$ cat src/rtl/stepper_phase_decoder.sv
// Stepper coil phase monitor. Decodes the 4-bit phase bus from the motor
// driver into steps, and tracks signed position, direction and step period.
// Illegal codes and skipped phases are flagged. Stall is reported when the
// decoder is unlocked or no step has arrived within STALL_CYC cycles.
//
// state   | meaning
// --------+------------------------------------------------------------
// ST_INIT | waiting for a filtered legal pattern to use as phase reference
// ST_TRACK| locked: each filtered pattern change is decoded as a step
// ST_FAULT| illegal code or skipped phase seen; input ignored until CLR_POS
module stepper_phase_decoder #(
   parameter int POS_W      = 16,
   parameter int PER_W      = 24,
   parameter int STABLE_CYC = 4,
   parameter int STALL_CYC  = 1920000
) (
   input  logic                    CLK,
   input  logic                    RESET,
   input  logic [3:0]              PHASE_IN,
   input  logic                    CLR_POS,
   output logic signed [POS_W-1:0] POSITION,
   output logic                    DIR,
   output logic                    STEP_PULSE,
   output logic [PER_W-1:0]        SPEED_PERIOD,
   output logic                    LOCKED,
   output logic                    ERR_ILLEGAL,
   output logic                    STALLED
);

   typedef enum logic [1:0] {ST_INIT, ST_TRACK, ST_FAULT} state_t;

   localparam logic [3:0]       STAB_TH  = 4'(STABLE_CYC);
   localparam logic [PER_W-1:0] STALL_TH = PER_W'(STALL_CYC);
   localparam logic [PER_W-1:0] PER_ONE  = PER_W'(1);

   logic [3:0]       sync1, sync2;
   logic [1:0]       sync_fill;
   logic [3:0]       cand;
   logic [3:0]       stab_cnt, stab_nxt;
   logic [3:0]       filt;
   logic             filt_vld;

   state_t           state;
   logic [1:0]       idx;
   logic [1:0]       new_idx;
   logic [1:0]       delta;
   logic             legal;
   logic             first_pend;
   logic [PER_W-1:0] per_cnt, per_inc;

   // Count consecutive equal synchronized samples, saturating at the threshold.
   always_comb begin
      stab_nxt = 4'd1;
      if (sync2 == cand)
         stab_nxt = (stab_cnt < STAB_TH) ? stab_cnt + 4'd1 : stab_cnt;
   end

   // Two-flop synchronizer and stability filter. The filter only starts
   // sampling once the synchronizer holds real input data, so the reset
   // contents of the sync flops never count as a stable pattern.
   always_ff @(posedge CLK or negedge RESET) begin
      if (!RESET) begin
         sync1     <= 4'd0;
         sync2     <= 4'd0;
         sync_fill <= 2'd0;
         cand      <= 4'd0;
         stab_cnt  <= 4'd0;
         filt      <= 4'd0;
         filt_vld  <= 1'b0;
      end else begin
         sync1 <= PHASE_IN;
         sync2 <= sync1;
         if (sync_fill != 2'd2) begin
            sync_fill <= sync_fill + 2'd1;
         end else begin
            cand     <= sync2;
            stab_cnt <= stab_nxt;
            if (stab_nxt == STAB_TH) begin
               filt     <= sync2;
               filt_vld <= 1'b1;
            end
         end
      end
   end

   // Phase index decode, step distance and saturating period increment.
   always_comb begin
      legal   = 1'b1;
      new_idx = 2'd0;
      case (filt)
         4'b1001: new_idx = 2'd0;
         4'b1010: new_idx = 2'd1;
         4'b0110: new_idx = 2'd2;
         4'b0101: new_idx = 2'd3;
         default: legal = 1'b0;
      endcase
      delta   = new_idx - idx;
      per_inc = (per_cnt == '1) ? per_cnt : per_cnt + PER_ONE;
   end

   // Decoder FSM with registered outputs; CLR_POS overrides everything.
   always_ff @(posedge CLK or negedge RESET) begin
      if (!RESET) begin
         state        <= ST_INIT;
         idx          <= 2'd0;
         first_pend   <= 1'b0;
         per_cnt      <= '0;
         POSITION     <= '0;
         DIR          <= 1'b0;
         STEP_PULSE   <= 1'b0;
         SPEED_PERIOD <= '0;
         LOCKED       <= 1'b0;
         ERR_ILLEGAL  <= 1'b0;
         STALLED      <= 1'b1;
      end else begin
         STEP_PULSE <= 1'b0;
         if (CLR_POS) begin
            state        <= ST_INIT;
            POSITION     <= '0;
            ERR_ILLEGAL  <= 1'b0;
            SPEED_PERIOD <= '0;
            per_cnt      <= '0;
            LOCKED       <= 1'b0;
            STALLED      <= 1'b1;
         end else begin
            case (state)
               ST_INIT: begin
                  if (filt_vld) begin
                     if (legal) begin
                        state      <= ST_TRACK;
                        idx        <= new_idx;
                        first_pend <= 1'b1;
                        LOCKED     <= 1'b1;
                     end else begin
                        state       <= ST_FAULT;
                        ERR_ILLEGAL <= 1'b1;
                     end
                  end
               end
               ST_TRACK: begin
                  if (!legal || delta == 2'd2) begin
                     state       <= ST_FAULT;
                     ERR_ILLEGAL <= 1'b1;
                     LOCKED      <= 1'b0;
                     per_cnt     <= '0;
                     STALLED     <= 1'b1;
                  end else if (delta == 2'd1 || delta == 2'd3) begin
                     POSITION   <= (delta == 2'd1) ? POSITION + POS_W'(1)
                                                   : POSITION - POS_W'(1);
                     DIR        <= (delta == 2'd3);
                     STEP_PULSE <= 1'b1;
                     idx        <= new_idx;
                     if (!first_pend)
                        SPEED_PERIOD <= per_cnt;
                     first_pend <= 1'b0;
                     per_cnt    <= PER_ONE;
                     STALLED    <= (PER_ONE >= STALL_TH);
                  end else begin
                     per_cnt <= per_inc;
                     STALLED <= first_pend || (per_inc >= STALL_TH);
                  end
               end
               ST_FAULT: begin
                  LOCKED  <= 1'b0;
                  STALLED <= 1'b1;
               end
               default: state <= ST_INIT;
            endcase
         end
      end
   end

endmodule

$ cat config.mk
export PLATFORM = sky130hd
export DESIGN_NAME = stepper_phase_decoder
export DESIGN_NICKNAME = d
export VERILOG_FILES = /design/src/rtl/stepper_phase_decoder.sv
export SDC_FILE = /design/constraint.sdc
export NUM_CORES = 1
export LEC_CHECK = 0
export CAP_MARGIN = 40
export CORE_MARGIN = 5
export CORE_UTILIZATION = 50
export DETAILED_ROUTE_END_ITERATION = 10
export PLACE_DENSITY = 0.83
export SYNTH_ARGS = -nofsm -noshare
export SYNTH_HDL_FRONTEND = slang
export SYNTH_SLANG_ARGS = --single-unit
$ cat constraint.sdc
create_clock -name CLK -period 5.38 [get_ports CLK]
set_input_delay 1.076 -clock CLK [delete_from_list [all_inputs] [get_ports CLK]]
set_output_delay 1.076 -clock CLK [all_outputs]
set_load 0.01 [all_outputs]
==> impl_metrics.yaml, run 1 <==
status:
  status: "finished clean"
worst_hold_path:
  hold_class: "register to register"
  worstHoldPathCells: 0
synth:
  synth_seq_cells: 97
  ys_warn_count: 0
  ys_types: 53
  ys_dominant_reg_cell: "dfrtp_1"
  synthTopCellsByArea: "dfrtp_1 45%, ha_1 5.4%, a22o_1 4.8%, nand2_1 4.6%, a21oi_1 4.2%"
  netlist.area_leader.share_pct: 45.4
  syn-num-nets: 579
  syn_inst: 548
  async_reset_ff_share_pct: 100
  synth-edff-count: 0
  avgSynthCellArea_um2: 9.66
  syn_area_mm2: 0.00530
  yosysSeqAreaShare_pct: 45.9
  synth_top_area_cell: "dfrtp_1"
placement:
  port_buffers: 51
  place_congestion: 0.927
  hpwl_um: 8010
route:
  dr_total_vias: 4297
  firstDrtPassIters: 5
  drc: 0
  finalWirelength_um: 11400
  initialDrtViolationCount: 241
  ant_nets: 0
  routed_via_density: 5.88
  avgRoutedWirePerCell_um: 15.6
timing:
  rsz0062_at_grt: "false"
  setup_viol: 0
  period_needed_ns: 4.16
  finalCritPeriodShare_pct: 77.4
  slew_violations: 0
  fmax_ghz: 0.240
  slew_headroom_pct: 53.7
  hold_viol: 0
  setup_tns_ns: 0
  worst_pin_slew_ns: 0.695
  worst_clock_skew_ns: 0.00922
critical_path:
  critPathSlowestCell: "inv_1"
  criticalPathCategory: "register to register"
  critPathTopFamily: "compound AO/OA/AOI/OAI gates"
  cp.arrival_ns: 4.45
  r2r_cells: 17
  crit_path_end_kind: "register"
  cp_num_cells: 17
  path_cells: "nand2b_1 > nor3b_1 > nor2_1 > ha_1 > xnor2_1 > xnor2_1 > nor2_1 > inv_1 > ha_1 > a21o_1 > a31o_2 > a21oi_1 > o21ai_0 > a41o_1 > mux2i_1 > a21o_1 > a21oi_1"
  cp-start-kind: "register"
  cp_max_fo: 18
  critPathRequiredTime_ns: 5.67
  cpPeakStageDelay_ns: 0.48
  crit_buf_inv: 1
floorplan:
  core_mm2: 0.0103
  die_area_mm2: 0.0128
  die_y_um: 113
  die_w_um: 113
  pin_count: 52
  initial_core_util_pct: 51.3
  rows: 37
global_routing:
  grt_pass1_wl_um: 19900
  track_usage_pct: 18.6
  antenna_found_initial: 0
  grt_max_degree: 58
  grt-ovfl-total: 0
  grt_pass1_vias: 4231
clock_tree:
  clkTransAtPathRegs_ns: 0.09
  clkSinkCount: 97
  numCtsBuffers: 9
  cts_tree: "done"
  post_cts_buffers: 0
  cts_buffer_depth: 2
  clock_latency_ns: 0.36
  cts-root-buf: "clkbuf_8"
  cts_hold_buf: 0
  cts_resized: 0
  cts.htree.levels: 3
final_layout:
  diodes: 0
  layout_commonest_cell: "dfrtp_1"
  layout-drive-gt1-share_pct: 7.90
  area_growth_pct: 15.8
  final_cell_mix: "96 x dfrtp_1, 65 x nand2_1, 50 x clkdlybuf4s50_1, 44 x o21ai_0, 44 x a21oi_1"
  fin_nets: 621
  fillers: 839
  final_util_pct: 59.4
power_and_ir_drop:
  cellLeakagePower_nw: 2.70
  peakVddDrop_mv: 0.141
  power_density_mw_per_mm2: 231
run:
  max-cap-violations: 0
-- through the flow --
stage | setup slack [ns] | area, um2 | hold WS, ns | instances | total power (W)
after global placement | 1.41 | 5900 | 0.332 | 713 | 0.000906
final | 1.22 | 6130 | 0.355 | 731 | 0.00141
after detailed placement | 1.23 | 5910 | 0.336 | 715 | 0.000913
after floorplan | 1.67 | 5300 | 0.331 | 548 | 0.000861
after global routing | 0.728 | 6130 | 0.369 | 731 | 0.00148
after CTS | 1.20 | 6130 | 0.357 | 731 | 0.00143
-- worst paths after layout --
| path | startpoint | end | slack (ns) |
|---|---|---|---|
| hold reg to reg | sync1[3] | sync2[3] | 0.35 |
| setup reg to reg | filt[2] | POSITION[15] | 1.22 |
| max in group asynchronous | RESET | cand[0] | 3.64 |
| hold / removal | sync1[3] | sync2[3] | 0.35 |
| min in group asynchronous | RESET | POSITION[7] | 0.66 |
| setup / recovery | filt[2] | POSITION[15] | 1.22 |
-- cells by family after synthesis --
family                   Yosys count  synth area share, %
buffers and inverters             38                 2.98
multiplexers                      14                 2.86
XOR/XNOR                          23                 3.80
flip-flops                        97                 45.9
AND/OR/NAND/NOR                  189                 17.9
AO/OA/AOI/OAI                    163                 20.8
adder cells (fa/ha/maj)           24                 5.81
-- cell type report --
| type | instances | area, um2 | share of cell area (%) |
|---|---|---|---|
| multi-input cells | 413 | 2710 | 44.2 |
| well taps | 136 | 170 | 2.78 |
| flip-flops and latches | 97 | 2430 | 39.6 |
| clock buffers | 9 | 124 | 2.02 |
| inverters | 11 | 41.3 | 0.673 |
| clock inverters | 7 | 92.6 | 1.51 |
| repair buffers | 58 | 564 | 9.20 |
-- synth_stat cells (9+ instances only) --
cell      instances
nand3_1          22
nor2_1           36
o21ai_0          44
dfrtp_1          96
nor3_1           11
mux2_2            9
a21oi_1          44
a22o_1           29
xnor2_1          18
nand2_1          65
nand4_1          10
clkbuf_1         20
ha_1             23
inv_1            11
-- registers in the layout, summed over array words and instances (netlist names), 2 cells and up --
name          flops
POSITION         16
SPEED_PERIOD     24
cand              4
filt              4
idx               2
per_cnt          24
stab_cnt          4
state             2
sync1             4
sync2             4
sync_fill         2
-- where the power goes --
part	internal [W]	leakage, nW	switching [W]	total, W
clock	0.000262	0.113	0.000254	0.000516
sequential	0.000748	1.31	0.0000168	0.000765
combinational	0.0000535	1.28	0.0000796	0.000133
-- metal layers --
metal  routed length [um]  global-route usage (%)  up-vias
li1                     -                       -     2088
met1                 5300                    26.0     2061
met2                 5250                    28.8      127
met3                  660                    4.60       21
met4                  171                    5.93        0
met5                    0                       0        -
-- worst register-to-register path, stage by stage, from the launching register on --
cell and delay, ns:
dfrtp_1 0.40, nand2b_1 0.19, nor3b_1 0.22, nor2_1 0.09, ha_1 0.19, xnor2_1 0.13, xnor2_1 0.40, nor2_1 0.16
inv_1 0.48, ha_1 0.41, a21o_1 0.20, a31o_2 0.24, a21oi_1 0.12, o21ai_0 0.16, a41o_1 0.28, mux2i_1 0.13
a21o_1 0.19, a21oi_1 0.13
Note: power is estimated with default switching activity, not from simulation.
==> inputs of run 2 (changes only) <==
- clock period: 5.38 -> 3.9 ns (I/O delays scaled with it)
==> run 2 against run 1 <==
  * Sequential cell count unchanged
  * Register-to-register slack got worse by 0.90 ns
  * Worst setup slack got worse by 0.90 ns
  * Utilization increased by 0.19 points
  * Routed wire length grew 0.68%
  * Fmax increased by 16%
  * Critical path depth stayed put
  * Final cell count up 0.55%
  * Clock skew shrank 0.0020 ns
  * Sequential power grew 39%
  * Critical endpoint unchanged
==> impl_metrics.yaml, run 2 (synthesized netlist as in run 1, its figures left out) <==
status:
  status: "finished clean"
critical_path:
  cp_max_fo: 13
  cp-start-kind: "register"
  path_cells: "nand2b_1 > nor3b_1 > nor2_1 > ha_1 > xnor2_1 > xnor2_1 > nor2_2 > inv_2 > ha_1 > a21o_1 > a31o_2 > a21oi_1 > o21ai_1 > a41o_1 > mux2i_1 > a21o_1 > a21oi_1"
  critPathSlowestCell: "dfrtp_1"
  cpPeakStageDelay_ns: 0.40
  cp.arrival_ns: 3.86
  critPathRequiredTime_ns: 4.18
  crit_path_end_kind: "register"
  criticalPathCategory: "register to register"
floorplan:
  die_w_um: 113
  die_y_um: 113
  core_mm2: 0.0103
  pin_count: 52
  die_area_mm2: 0.0128
  initial_core_util_pct: 51.3
  rows: 37
clock_tree:
  clkSinkCount: 97
  cts-root-buf: "clkbuf_8"
  cts_tree: "done"
  post_cts_buffers: 0
  clock_latency_ns: 0.37
  numCtsBuffers: 9
  cts_buffer_depth: 2
  clkTransAtPathRegs_ns: 0.09
  cts.htree.levels: 3
power_and_ir_drop:
  cellLeakagePower_nw: 2.71
  peakVddDrop_mv: 0.150
  power_density_mw_per_mm2: 309
  p_int_w: 0.00142
  pwr-share-comb_pct: 10.0
  p_seq_share_pct: 55.5
  p_sw_share_pct: 25.2
  p_sw_w: 0.000479
  p_clk_share_pct: 34.5
timing:
  setup_viol: 0
  finalCritPeriodShare_pct: 91.8
  fmax_ghz: 0.279
  slew_violations: 0
  hold_ws_ns: 0.353
  rsz0062_at_grt: "false"
  hold_viol: 0
  slew_headroom_pct: 55.3
  worst_clock_skew_ns: 0.00722
  worst_pin_slew_ns: 0.667
  setup_slack_ns: 0.321
  period_needed_ns: 3.58
  setup_tns_ns: 0
global_routing:
  antenna_found_initial: 0
  grt-ovfl-total: 0
  grt_pass1_vias: 4207
  track_usage_pct: 18.8
  grt_pass1_wl_um: 19900
  grt_max_degree: 44
route:
  firstDrtPassIters: 8
  ant_nets: 0
  avgRoutedWirePerCell_um: 15.6
  dr_total_vias: 4343
  initialDrtViolationCount: 333
  routed_via_density: 5.91
  drc: 0
  finalWirelength_um: 11500
worst_hold_path:
  hold_class: "register to register"
placement:
  hpwl_um: 8240
  place_congestion: 0.923
  place_ws_ns: -0.0162
  port_buffers: 51
final_layout:
  final_cell_mix: "96 x dfrtp_1, 65 x nand2_1, 50 x clkdlybuf4s50_1, 44 x a21oi_1, 42 x o21ai_0"
  final_util_pct: 59.6
  reg_top3: "SPEED_PERIOD x24, per_cnt x24, POSITION x16"
  layout_commonest_cell: "dfrtp_1"
  area_growth_pct: 16.1
  diodes: 0
  fin_nets: 625
  layout-drive-gt1-share_pct: 8.68
run:
  max-cap-violations: 0
run 2: worst max-delay path, delay by kind of cell (launching register included):
family                     cells  cell delay, ns
muxes                          1            0.14
DFF                            1            0.40
AOI/OAI and AO/OA              7            1.30
xor gates and xnor gates       2            0.28
buffers and inverters          1            0.15
and+or+nand+nor                4            0.65
adders and majority gates      2            0.58
run 2: final timing paths:
kind,start,end,slack (ns),cells after the start
worst max register to register,filt[3],POSITION[15],0.32,17
worst min-delay path,sync1[3],sync2[3],0.35,0
worst min register to register,sync1[3],sync2[3],0.35,0
min in group asynchronous,RESET,POSITION[8],0.36,1
worst max-delay path,filt[3],POSITION[15],0.32,17
max in group asynchronous,RESET,STALLED,2.85,2
run 2: routing by layer:
layer  part of all wire [%]  GRT usage [%]
met1                     46           26.1
met2                     45           28.6
met3                    7.8           4.65
met4                    1.6           6.97
met5                      0              0
run 2: layout make-up:
class	instances	area [um2]
clock buffer	11	141
clock inverter	5	53.8
fill	848	4170
inverter	11	41.3
multi-input combinational	413	2710
sequential	97	2430
tap	136	170
timing repair buffer	62	603
run 2: stage by stage:
step | instances | power (W) | cell area [um2]
6_report | 735 | 0.00190 | 6150
5_1_grt | 735 | 0.00199 | 6150
2_1_floorplan | 548 | 0.00119 | 5300
3_3_place_gp | 718 | 0.00125 | 5930
3_5_place_dp | 719 | 0.00127 | 5950
4_1_cts | 735 | 0.00192 | 6150
run 2: power groups by stage:
stage	Clock, W	Sequential (W)	Combinational [W]
global placement	0	0.00107	0.000178
global route	0.000714	0.00106	0.000216
CTS	0.000672	0.00106	0.000191
floorplan	0	0.00107	0.000116
detailed placement	0	0.00108	0.000191
finish	0.000657	0.00106	0.000190
run 2: timing repair:
| action | 4_1_cts | 5_1_grt |
|---|---|---|
| endpoints found under the setup margin | 1 | 5 |
| pin swaps | 0 | 0 |
| hold buffers | 0 | 0 |
| resized for setup | 1 | 3 |
==> inputs of run 3 (changes only) <==
- GPL_TIMING_DRIVEN: not set -> 0
==> run 3 against run 2 <==
  * Via count grew 4.1%
  * Power grew 1.9%
  * Sequential power about the same
  * Final cell count increased by 3.7%
  * Sequential cell count did not move
  * Non-clock buffer count rose by 26
  * Register-to-register slack worse by 0.17 ns
  * Routed wire length is 9.0% higher
  * Critical path depth increased by 1
  * Worst setup slack worse by 0.17 ns
==> impl_metrics.yaml, run 3 (synthesized netlist as in run 1, its figures left out) <==
status:
  status: "finished clean"
route:
  routed_via_density: 5.93
  ant_nets: 0
  firstDrtPassIters: 5
  avgRoutedWirePerCell_um: 16.4
  initialDrtViolationCount: 393
  dr_total_vias: 4519
  drc: 0
  finalWirelength_um: 12500
clock_tree:
  cts_tree: "done"
  cts.htree.levels: 3
  clock_latency_ns: 0.38
  numCtsBuffers: 9
  cts-root-buf: "clkbuf_8"
  clkTransAtPathRegs_ns: 0.09
  cts_buffer_depth: 2
  clkSinkCount: 97
power_and_ir_drop:
  cellLeakagePower_nw: 2.79
  fin_total_pwr_w: 0.00194
  peakVddDrop_mv: 0.181
  power_density_mw_per_mm2: 306
global_routing:
  antenna_found_initial: 0
  grt-ovfl-total: 0
  grt_max_degree: 59
  track_usage_pct: 20.0
  grt_pass1_wl_um: 20900
  grt_pass1_vias: 4343
critical_path:
  reg2reg_to: "POSITION[15]"
  cp-start-kind: "register"
  rrSetupSlack_ns: 0.15
  r2r_cells: 18
  critPathRequiredTime_ns: 4.19
  cp.arrival_ns: 4.04
  criticalPathCategory: "register to register"
  cp_max_fo: 6
  crit_path_end_kind: "register"
  reg2reg_from: "filt[2]"
final_layout:
  final_util_pct: 61.4
  reg_top3: "SPEED_PERIOD x24, per_cnt x24, POSITION x16"
  multi_input_area_mm2: 0.00277
  fin_nets: 652
  area_growth_pct: 19.7
  final_cell_mix: "96 x dfrtp_1, 65 x nand2_1, 49 x clkdlybuf4s50_1, 43 x a21oi_1, 41 x o21ai_0"
  register_area_mm2: 0.00243
  layout-drive-gt1-share_pct: 11.5
  diodes: 0
  layout_commonest_cell: "dfrtp_1"
  fillers: 825
floorplan:
  rows: 37
  die_area_mm2: 0.0128
  die_w_um: 113
  core_mm2: 0.0103
  die_y_um: 113
  initial_core_util_pct: 51.3
  pin_count: 52
timing:
  slew_headroom_pct: 55.0
  setup_viol: 0
  worst_clock_skew_ns: 0.0111
  period_needed_ns: 3.75
  fmax_ghz: 0.267
  slew_violations: 0
  finalCritPeriodShare_pct: 96.1
  worst_pin_slew_ns: 0.672
  setup_tns_ns: 0
  hold_viol: 0
placement:
  hpwl_um: 8580
  place_congestion: 0.953
  port_buffers: 50
worst_hold_path:
  worstHoldPathCells: 0
  hold_class: "register to register"
  hold_path_end: "sync2[0]"
  hp-start: "sync1[0]"
run:
  max-cap-violations: 0
[run 3: changes by cell type in the layout (fill, tap and decap cells not counted), sizes merged]
| cell | change |
|---|---|
| buf | +8 |
| clkbuf | +18 |
| clkdlybuf4s50 | -1 |
| clkinvlp | +3 |
| inv | -1 |
[run 3: worst max path at each step]
stage	startpoint	end	slack [ns]
after floorplan	filt[2]	POSITION[15]	0.19
after global placement	RESET	per_cnt[7]	-1.46
after detailed placement	filt[3]	POSITION[15]	-0.44
after CTS	filt[2]	POSITION[15]	0.002
after global routing	filt[3]	POSITION[15]	-0.02
final	filt[2]	POSITION[15]	0.15
[run 3: metrics by stage]
stage          instances  hold slack [ns]  cell area [um2]  setup WS [ns]
2_1_floorplan        548            0.331             5300          0.189
3_3_place_gp         734            0.332             5970          -1.46
3_5_place_dp         736            0.336             6000         -0.435
4_1_cts              759            0.357             6280        0.00237
5_1_grt              762            0.375             6340        -0.0227
6_report             762            0.356             6340          0.152
[run 3: critical path, cell delays in order (launching register included)]
cell and delay (ns):
dfrtp_1 0.41, nand2b_4 0.16, nor3b_2 0.19, nor2_1 0.09, ha_1 0.21, xnor2_2 0.15
xnor2_2 0.20, nor2_4 0.18, clkinvlp_4 0.21, buf_4 0.19, ha_2 0.30, a21o_1 0.17
a31o_2 0.20, a21oi_1 0.17, o21ai_2 0.11, a41o_1 0.25, mux2i_1 0.14, a21o_1 0.19
a21oi_1 0.14
[run 3: area by class of cell]
class | count | area share (%)
repair inverters | 1 | 0.118
well taps | 136 | 2.68
plain buffers | 26 | 1.78
flip-flops and latches | 97 | 38.3
repair buffers | 62 | 9.55
multi-input cells | 413 | 43.7
clock buffers | 10 | 2.17
inverters | 11 | 0.710
clock inverters | 6 | 1.03
[run 3: power by group]
| part | switching (W) | internal (W) | total [W] |
|---|---|---|---|
| combinational | 0.000119 | 0.0000842 | 0.000203 |
| sequential | 0.0000258 | 0.00103 | 0.00106 |
| clock | 0.000363 | 0.000315 | 0.000679 |
[run 3: what timing repair did]
item                                    CTS  global route
cloned                                    1             0
hold buffers                              0             0
resized for setup                         6            11
setup buffers                             6             4
pin swaps                                 1             2
endpoints found under the setup margin    9             8
[run 3: routing by layer]
metal	wire [um]	part of all wire (%)	up-vias	track usage, %
met5	0	0	-	0
met4	236	1.9	0	7.37
met3	880	7.0	22	4.33
met2	5740	46	180	30.9
met1	5640	45	2162	27.7
li1	-	-	2155	-
